<file path="src/rtl/rr_grant_encoder.sv">
// Round-robin arbiter that holds a single grant until its owner releases it.
// Every grant is reported both one-hot and as a binary index.
module rr_grant_encoder #(
    parameter int N    = 8,
    parameter int IDXW = 3
) (
    input  logic            clk,
    input  logic            reset,
    input  logic [N-1:0]    req,
    input  logic            done,
    output logic [N-1:0]    grant,
    output logic [IDXW-1:0] grant_idx,
    output logic            grant_valid
);

    localparam logic STATE_IDLE = 1'b0;
    localparam logic STATE_BUSY = 1'b1;

    logic            state_q, state_d;
    logic [IDXW-1:0] ptr_q, ptr_d;
    logic [N-1:0]    grant_q, grant_d;
    logic [IDXW-1:0] idx_q, idx_d;
    logic            valid_q, valid_d;

    logic [IDXW-1:0] winIdx;
    logic            winFound;
    logic [IDXW-1:0] cand;

    // Circular scan from ptr upward; the IDXW-bit sum wraps naturally mod N.
    always_comb begin
        winIdx   = '0;
        winFound = 1'b0;
        cand     = '0;
        for (int k = 0; k < N; k++) begin
            cand = ptr_q + IDXW'(k);
            if (!winFound && req[cand]) begin
                winIdx   = cand;
                winFound = 1'b1;
            end
        end
    end

    always_comb begin
        state_d = state_q;
        ptr_d   = ptr_q;
        grant_d = grant_q;
        idx_d   = idx_q;
        valid_d = valid_q;
        case (state_q)
            STATE_IDLE: begin
                if (winFound) begin
                    grant_d = N'(1) << winIdx;
                    idx_d   = winIdx;
                    valid_d = 1'b1;
                    state_d = STATE_BUSY;
                end
            end
            default: begin
                // The index is kept on release so it stays stable while idle.
                if (done || !req[idx_q]) begin
                    grant_d = '0;
                    valid_d = 1'b0;
                    ptr_d   = idx_q + IDXW'(1);
                    state_d = STATE_IDLE;
                end
            end
        endcase
    end

    always_ff @(posedge clk or posedge reset) begin
        if (reset) begin
            state_q <= STATE_IDLE;
            ptr_q   <= '0;
            grant_q <= '0;
            idx_q   <= '0;
            valid_q <= 1'b0;
        end else begin
            state_q <= state_d;
            ptr_q   <= ptr_d;
            grant_q <= grant_d;
            idx_q   <= idx_d;
            valid_q <= valid_d;
        end
    end

    assign grant       = grant_q;
    assign grant_idx   = idx_q;
    assign grant_valid = valid_q;

endmodule

</file>
<file path="config.mk">
export PLATFORM = sky130hd
export DESIGN_NAME = rr_grant_encoder
export DESIGN_NICKNAME = d
export VERILOG_FILES = /design/src/rtl/rr_grant_encoder.sv
export SDC_FILE = /design/constraint.sdc
export NUM_CORES = 1
export LEC_CHECK = 0
export ABC_AREA = 1
export CAP_MARGIN = 20
export CORE_MARGIN = 1
export CORE_UTILIZATION = 52
export CTS_BUF_LIST = sky130_fd_sc_hd__clkbuf_4 sky130_fd_sc_hd__clkbuf_8
export DETAILED_ROUTE_END_ITERATION = 16
export GPL_ROUTABILITY_DRIVEN = 1
export PLACE_DENSITY = 0.77
export SYNTH_ARGS = -nofsm -noshare
export SYNTH_HDL_FRONTEND = slang
export SYNTH_SLANG_ARGS = --single-unit
</file>
<file path="constraint.sdc">
create_clock -name clk -period 4.9 [get_ports clk]
set_input_delay 0.49 -clock clk [delete_from_list [all_inputs] [get_ports clk]]
set_output_delay 0.49 -clock clk [all_outputs]
set_load 0.02 [all_outputs]
</file>
==> impl_results.md, run 1 <==
- Die height: 57.7 microns
- Final worst-path cycle share: 0.558
- ANT nets after route: 0
- Inst Count DP: 272
- Vias: 1496
- Max cap viols: 0
- Layout area overhead: 14.9%
- Grt met3 use: 0.0201
- Ys flop type: dfrtp_1
- Number of gates resized after CTS: 0
- GR peak layer: met2
- Fillers: 254
- Post-CTS Setup Repair Bufs: 0
- Clk Latency, worst-skew pair: 0.29 ns
- Number of global-route vias before repair: 1426
- Non-Filler Instances: 275
- Global-route usage over all layers: 0.241
- Final hold vios: 0
- Dpl hpwl: 2.99 mm
- Starting Density: 0.566
- Mapped cell area: 1620 sq um
- Post-DP Area: 1830 sq um
- Reg2Reg Setup Slack: 2.16 ns
- Final core utilization: 0.650
- Number of diodes: 0
- Ys async rst share: 1.00
- Worst reg2reg path depth: 16
- Tmin final: 2.74 ns
- Full die area: 3330 sq um
- Total gr overflow: 0
- Crit Path Class: reg -> reg
- Sink Count: 16
- Synth top area cells: dfrtp_1, nand2_1, nand3_2
- Setup TNS: 0 ns
- Mapped Nets: 237
- Clock Path Buffers: 2
- Wire length per cell: 13.5 microns
- Clk slew on worst S/H paths: 0.09 ns
- Max FO, Critical Path: 12
- Leading area contributor after synthesis: dfrtp_1
- I/O pins: 23
- Critical Path Source: ptr_q[0]
- Fmax: 366 MHz
- EDFF count, synth: 0
- RR Endpoint: grant[5]
- Hold Buf Count CTS: 0
- Top-count cell post-synth: nand2_1
- Seq/Total Area, Yosys: 0.248
- Synth top area share: 0.248
- RePlAce Congestion: 0.956
- #FFs+latches synth: 16
- Relative slew slack: 0.586
- Drt first pass iters: 4
- Synth warnings: 0
- Total Wirelength: 3.72 mm
- Clk root buf: clkbuf_4
- CP arrival: 2.92 ns
- Met2 Use GR: 0.402
- Crit path to: grant[5]
- Design area: 1860 sq um
- FF-to-FF Start: ptr_q[0]
- Total core area: 2850 sq um
- Slew Limit Fails: 0
- Startpoint Class: register
- CTS tree: yes
- Die Wd: 57.7 microns
- Hold Path Class: reg -> reg
- DRC: 0
- Worst slew pin tran: 0.621 ns
- Met1 usage: 0.315
- Final setup fails: 0
- Nets: 260
- Status: finished clean
- Yosys cell types: 31
- Vias per inst: 5.44
- CP endpoint kind: register
- Number of port buffers: 22
- Cts bufs inserted: 3
- Initial antenna violation count: 0
- Synth cell count leaders: nand2_1, nand3_1, inv_1, nor2_1
- Syn Area/Cell: 7.24 sq um
- Htree depth: 1
- First-pass GRT wire length: 6.16 mm
- Share of cells above drive strength 1: 0.213
- RSZ-0062 raised after global routing: no
- Worst EP required: 5.09 ns
- Final Skew: 0.00669 ns
- Rows: 19
- Post-Syn Instances: 223
- Initial detailed-routing violation count: 66
- Pin count of the biggest net entering global routing: 17
[layer usage]
| layer | up-vias | share of wire |
|---|---|---|
| met5 | - | 0 |
| met4 | 0 | 0.016 |
| met3 | 5 | 0.041 |
| met2 | 39 | 0.47 |
| met1 | 681 | 0.47 |
| li1 | 771 | - |
[placed cells by master (no fill, tap or decap), types with 3 or more instances in the layout]
| cell type | n |
|---|---|
| ha_1 | 3 |
| nand3_1 | 23 |
| inv_2 | 10 |
| nand3_2 | 16 |
| o21ai_0 | 11 |
| nand2_2 | 7 |
| dfrtp_1 | 16 |
| o21bai_1 | 6 |
| clkbuf_4 | 3 |
| nand4_1 | 5 |
| nand2_4 | 7 |
| nand2_1 | 59 |
| nor2_1 | 17 |
| clkdlybuf4s50_1 | 22 |
| inv_1 | 18 |
[sequential cells by signal, summed over array words and instances, names as in the netlist]
signal / cells
ptr_q: 3
state_q: 1
grant_valid: 1
grant_idx: 3
grant: 8
[layout make-up]
class	count	area, sq um	area share
Multi-Input combinational cell	173	1060	0.570
Sequential cell	16	400	0.216
Timing Repair Buffer	22	220	0.119
Inverter	30	115	0.0620
Tap cell	31	38.8	0.0209
Clock buffer	3	22.5	0.0121
[metrics by stage]
stage                     worst slack [ns]  hold WS [ns]
after floorplan                       2.55         0.404
after global placement                2.22         0.463
after detailed placement              2.21         0.464
after CTS                             2.19         0.487
after global routing                  1.94         0.511
final                                 2.16         0.482
[worst max-delay path: stages, from the launching register on]
cell	delay (ns)
dfrtp_1	0.60
inv_4	0.18
ha_1	0.43
inv_2	0.16
nand3_1	0.13
nand3_2	0.12
nand2_4	0.08
nor2_8	0.12
nand4_4	0.12
nor2_8	0.15
nand3_2	0.11
nand2_4	0.10
inv_2	0.07
nand3_2	0.11
inv_2	0.04
nand2_1	0.06
nand2_1	0.05
[worst min-delay path by stage]
stage                     startpoint        to  slack, ns  depth (start not counted)
final                       grant[0]  grant[0]       0.48                          2
after global routing        grant[5]  grant[5]       0.51                          2
after CTS                   grant[0]  grant[0]       0.49                          2
after detailed placement    grant[0]  grant[0]       0.46                          2
after global placement      grant[0]  grant[0]       0.46                          2
after floorplan                reset  grant[0]       0.40                          1
[cells by family (layout without fill, tap and decap cells)]
family          count (synthesis)  in the layout  synth area share
compound gates                 23             23            0.0875
xor+xnor                        5              5            0.0364
fa+ha+maj                       3              3            0.0232
buf+inv                        34             55            0.0968
flops                          16             16             0.248
mux                             2              2            0.0124
simple gates                  140            140             0.496
Power of run 1 is left out: the tool's default activity adds up to more than one toggle a clock period on the data nets, which glitch-free logic cannot reach.
==> run 2: changes to the inputs <==
--- a/config.mk
+++ b/config.mk
@@ -8,11 +8,11 @@
 export ABC_AREA = 1
 export CAP_MARGIN = 20
 export CORE_MARGIN = 1
-export CORE_UTILIZATION = 52
+export CORE_UTILIZATION = 51
 export CTS_BUF_LIST = sky130_fd_sc_hd__clkbuf_4 sky130_fd_sc_hd__clkbuf_8
 export DETAILED_ROUTE_END_ITERATION = 16
 export GPL_ROUTABILITY_DRIVEN = 1
-export PLACE_DENSITY = 0.77
+export PLACE_DENSITY = 0.78
 export SYNTH_ARGS = -nofsm -noshare
 export SYNTH_HDL_FRONTEND = slang
 export SYNTH_SLANG_ARGS = --single-unit
==> constraint.sdc (replaced) <==
create_clock -name clk -period 2.4 [get_ports clk]
set_input_delay 0.24 -clock clk [delete_from_list [all_inputs] [get_ports clk]]
set_output_delay 0.24 -clock clk [all_outputs]
set_load 0.02 [all_outputs]
==> run 2 against run 1 <==
  * Wire length increased by 1.0%
  * Final area grew 8.1%
  * First-iteration DRC count up 11%
  * Largest cell class unchanged
==> impl_results.md, run 2 (synthesis gave the netlist of run 1 again) <==
- Max reg flops: 8 (unchanged)
- Layout area overhead: 24.2%
- Sink Count: 16 (unchanged)
- Htree depth: 1 (unchanged)
- ANT nets after route: 0 (unchanged)
- Rows: 20 (+1)
- Most frequent cells in the layout: nand2_1, nand3_1, clkdlybuf4s50_1, inv_1
- CTS tree: yes
- Wire length per cell: 12.6 microns (-7.1%)
- Fmax: 448 MHz (+23%)
- Reg2Reg Setup Slack: 0.17 ns (-2.00 ns)
- Final setup fails: 0 (unchanged)
- Critical Path Source: ptr_q[1]
- I/O pins: 23 (unchanged)
- First-pass GRT wire length: 6.40 mm (+3.9%)
- Worst slew pin tran: 0.575 ns (-0.0463 ns)
- Fillers: 277 (+9.1%)
- Worst EP required: 2.58 ns (-2.51 ns)
- Total Wirelength: 3.75 mm (+1.0%)
- Max cap viols: 0 (unchanged)
- Die height: 58.3 microns (+0.94%)
- Crit path to: grant[6]
- Status: finished clean
- DRC: 0 (unchanged)
- Tmin final: 2.23 ns (-0.503 ns)
- Slew Limit Fails: 0 (unchanged)
- Clock Path Buffers: 2 (unchanged)
- Clk slew on worst S/H paths: 0.09 ns (about the same)
- Die Wd: 58.3 microns (+0.94%)
- Vias: 1532 (+2.4%)
- Starting Density: 0.533 (-0.0328)
- Number of diodes: 0 (unchanged)
- Worst Slack Setup Final: 0.167 ns (-2.00 ns)
- Initial antenna violation count: 0 (unchanged)
- Global-route usage over all layers: 0.241 (+0.000541)
- RePlAce Congestion: 0.888 (-7.1%)
- Initial detailed-routing violation count: 73 (+11%)
- Worst reg2reg path depth: 14 (-2)
- Number of port buffers: 22 (unchanged)
- Full die area: 3400 sq um (+1.9%)
- Final Skew: 0.00136 ns (-0.00533 ns)
- Nets: 270 (+3.8%)
- Hold Buf Count CTS: 0 (unchanged)
- Dpl hpwl: 2.98 mm (-0.45%)
- DP Worst Slack: 0.104 ns (-2.11 ns)
- RR Endpoint: grant[6]
- Crit Path Class: reg -> reg
- CP arrival: 2.41 ns (-0.51 ns)
- Commonest non-fill, non-tap cell in the layout: nand2_1
- Setup TNS: 0 ns (unchanged)
- Total core area: 3030 sq um (+6.1%)
- Cts bufs inserted: 3 (unchanged)
- Final hold vios: 0 (unchanged)
- Clk root buf: clkbuf_4
- Relative slew slack: 0.617 (+0.0309)
- Clk Latency, worst-skew pair: 0.29 ns (about the same)
- Total gr overflow: 0 (unchanged)
- Number of global-route vias before repair: 1444 (+1.3%)
- Startpoint Class: register
- Hold Path Class: in -> async
- Max FO, Critical Path: 8 (-4)
- Final worst-path cycle share: 0.930 (+0.372)
- Drt first pass iters: 4 (unchanged)
- Pin count of the biggest net entering global routing: 17 (unchanged)
- CP endpoint kind: register
- Share of cells above drive strength 1: 0.271 (+0.0575)
- Vias per inst: 5.12 (-5.8%)
- FF-to-FF Start: ptr_q[1]
[run 2: worst max-delay path: stages (launching register included)]
cell,delay [ns]
dfrtp_1,0.42
buf_4,0.14
buf_4,0.17
xnor2_4,0.25
inv_1,0.09
nand2_1,0.13
nand2_4,0.09
nand3_2,0.11
nor2_4,0.04
nand3_1,0.08
nor2_1,0.05
nor2_1,0.16
nand3_2,0.17
nand2_1,0.12
o21bai_1,0.08
[run 2: layer usage]
metal  global-route usage  routed length [microns]  vias to the layer above
met3               0.0223                      112                        5
met2                0.414                     1830                       29
met5                    0                        0                        -
met1                0.330                     1770                      703
li1                     -                        -                      795
met4               0.0544                       46                        0
[run 2: what timing repair did]
item                       in CTS  in global routing
resized for setup               0                 10
setup endpoints to repair       0                 10
setup buffers                   0                  3
hold endpoints to repair        0                  0
[run 2: cell type report]
cell class                      count  area [sq um]  share of cell area
Sequential cell                    16           402               0.200
Multi-Input combinational cell    173          1100               0.548
Tap cell                           44          55.1              0.0274
Timing Repair Buffer               32           299               0.149
Inverter                           30           115              0.0574
Clock buffer                        4          36.3              0.0181
[run 2: worst min path at each step]
stage | from | end | slack (ns) | cells after the start
6_report | reset | grant_idx[1] | 0.29 | 2
5_1_grt | reset | grant[0] | 0.39 | 2
4_1_cts | reset | grant_idx[1] | 0.32 | 2
3_5_place_dp | grant[0] | grant[0] | 0.46 | 2
3_3_place_gp | grant[0] | grant[0] | 0.47 | 2
2_1_floorplan | reset | grant[0] | 0.15 | 1
[run 2: metrics by stage]
step	hold slack, ns	std cells	utilization	area (sq um)
3_3_place_gp	0.469	292	0.628	1900
4_1_cts	0.323	296	0.640	1940
6_report	0.294	299	0.662	2010
2_1_floorplan	0.154	223	-	1620
3_5_place_dp	0.464	292	0.628	1900
5_1_grt	0.385	299	0.662	2010
Power of run 2 is left out for the same reason.
==> run 3: changes to the inputs <==
--- a/config.mk
+++ b/config.mk
@@ -16,3 +16,4 @@
 export SYNTH_ARGS = -nofsm -noshare
 export SYNTH_HDL_FRONTEND = slang
 export SYNTH_SLANG_ARGS = --single-unit
+export TNS_END_PERCENT = 50
==> results of run 3 <==
Final layout, timing and power as in run 2 (identical DEF).
Power of run 3 is left out for the same reason.
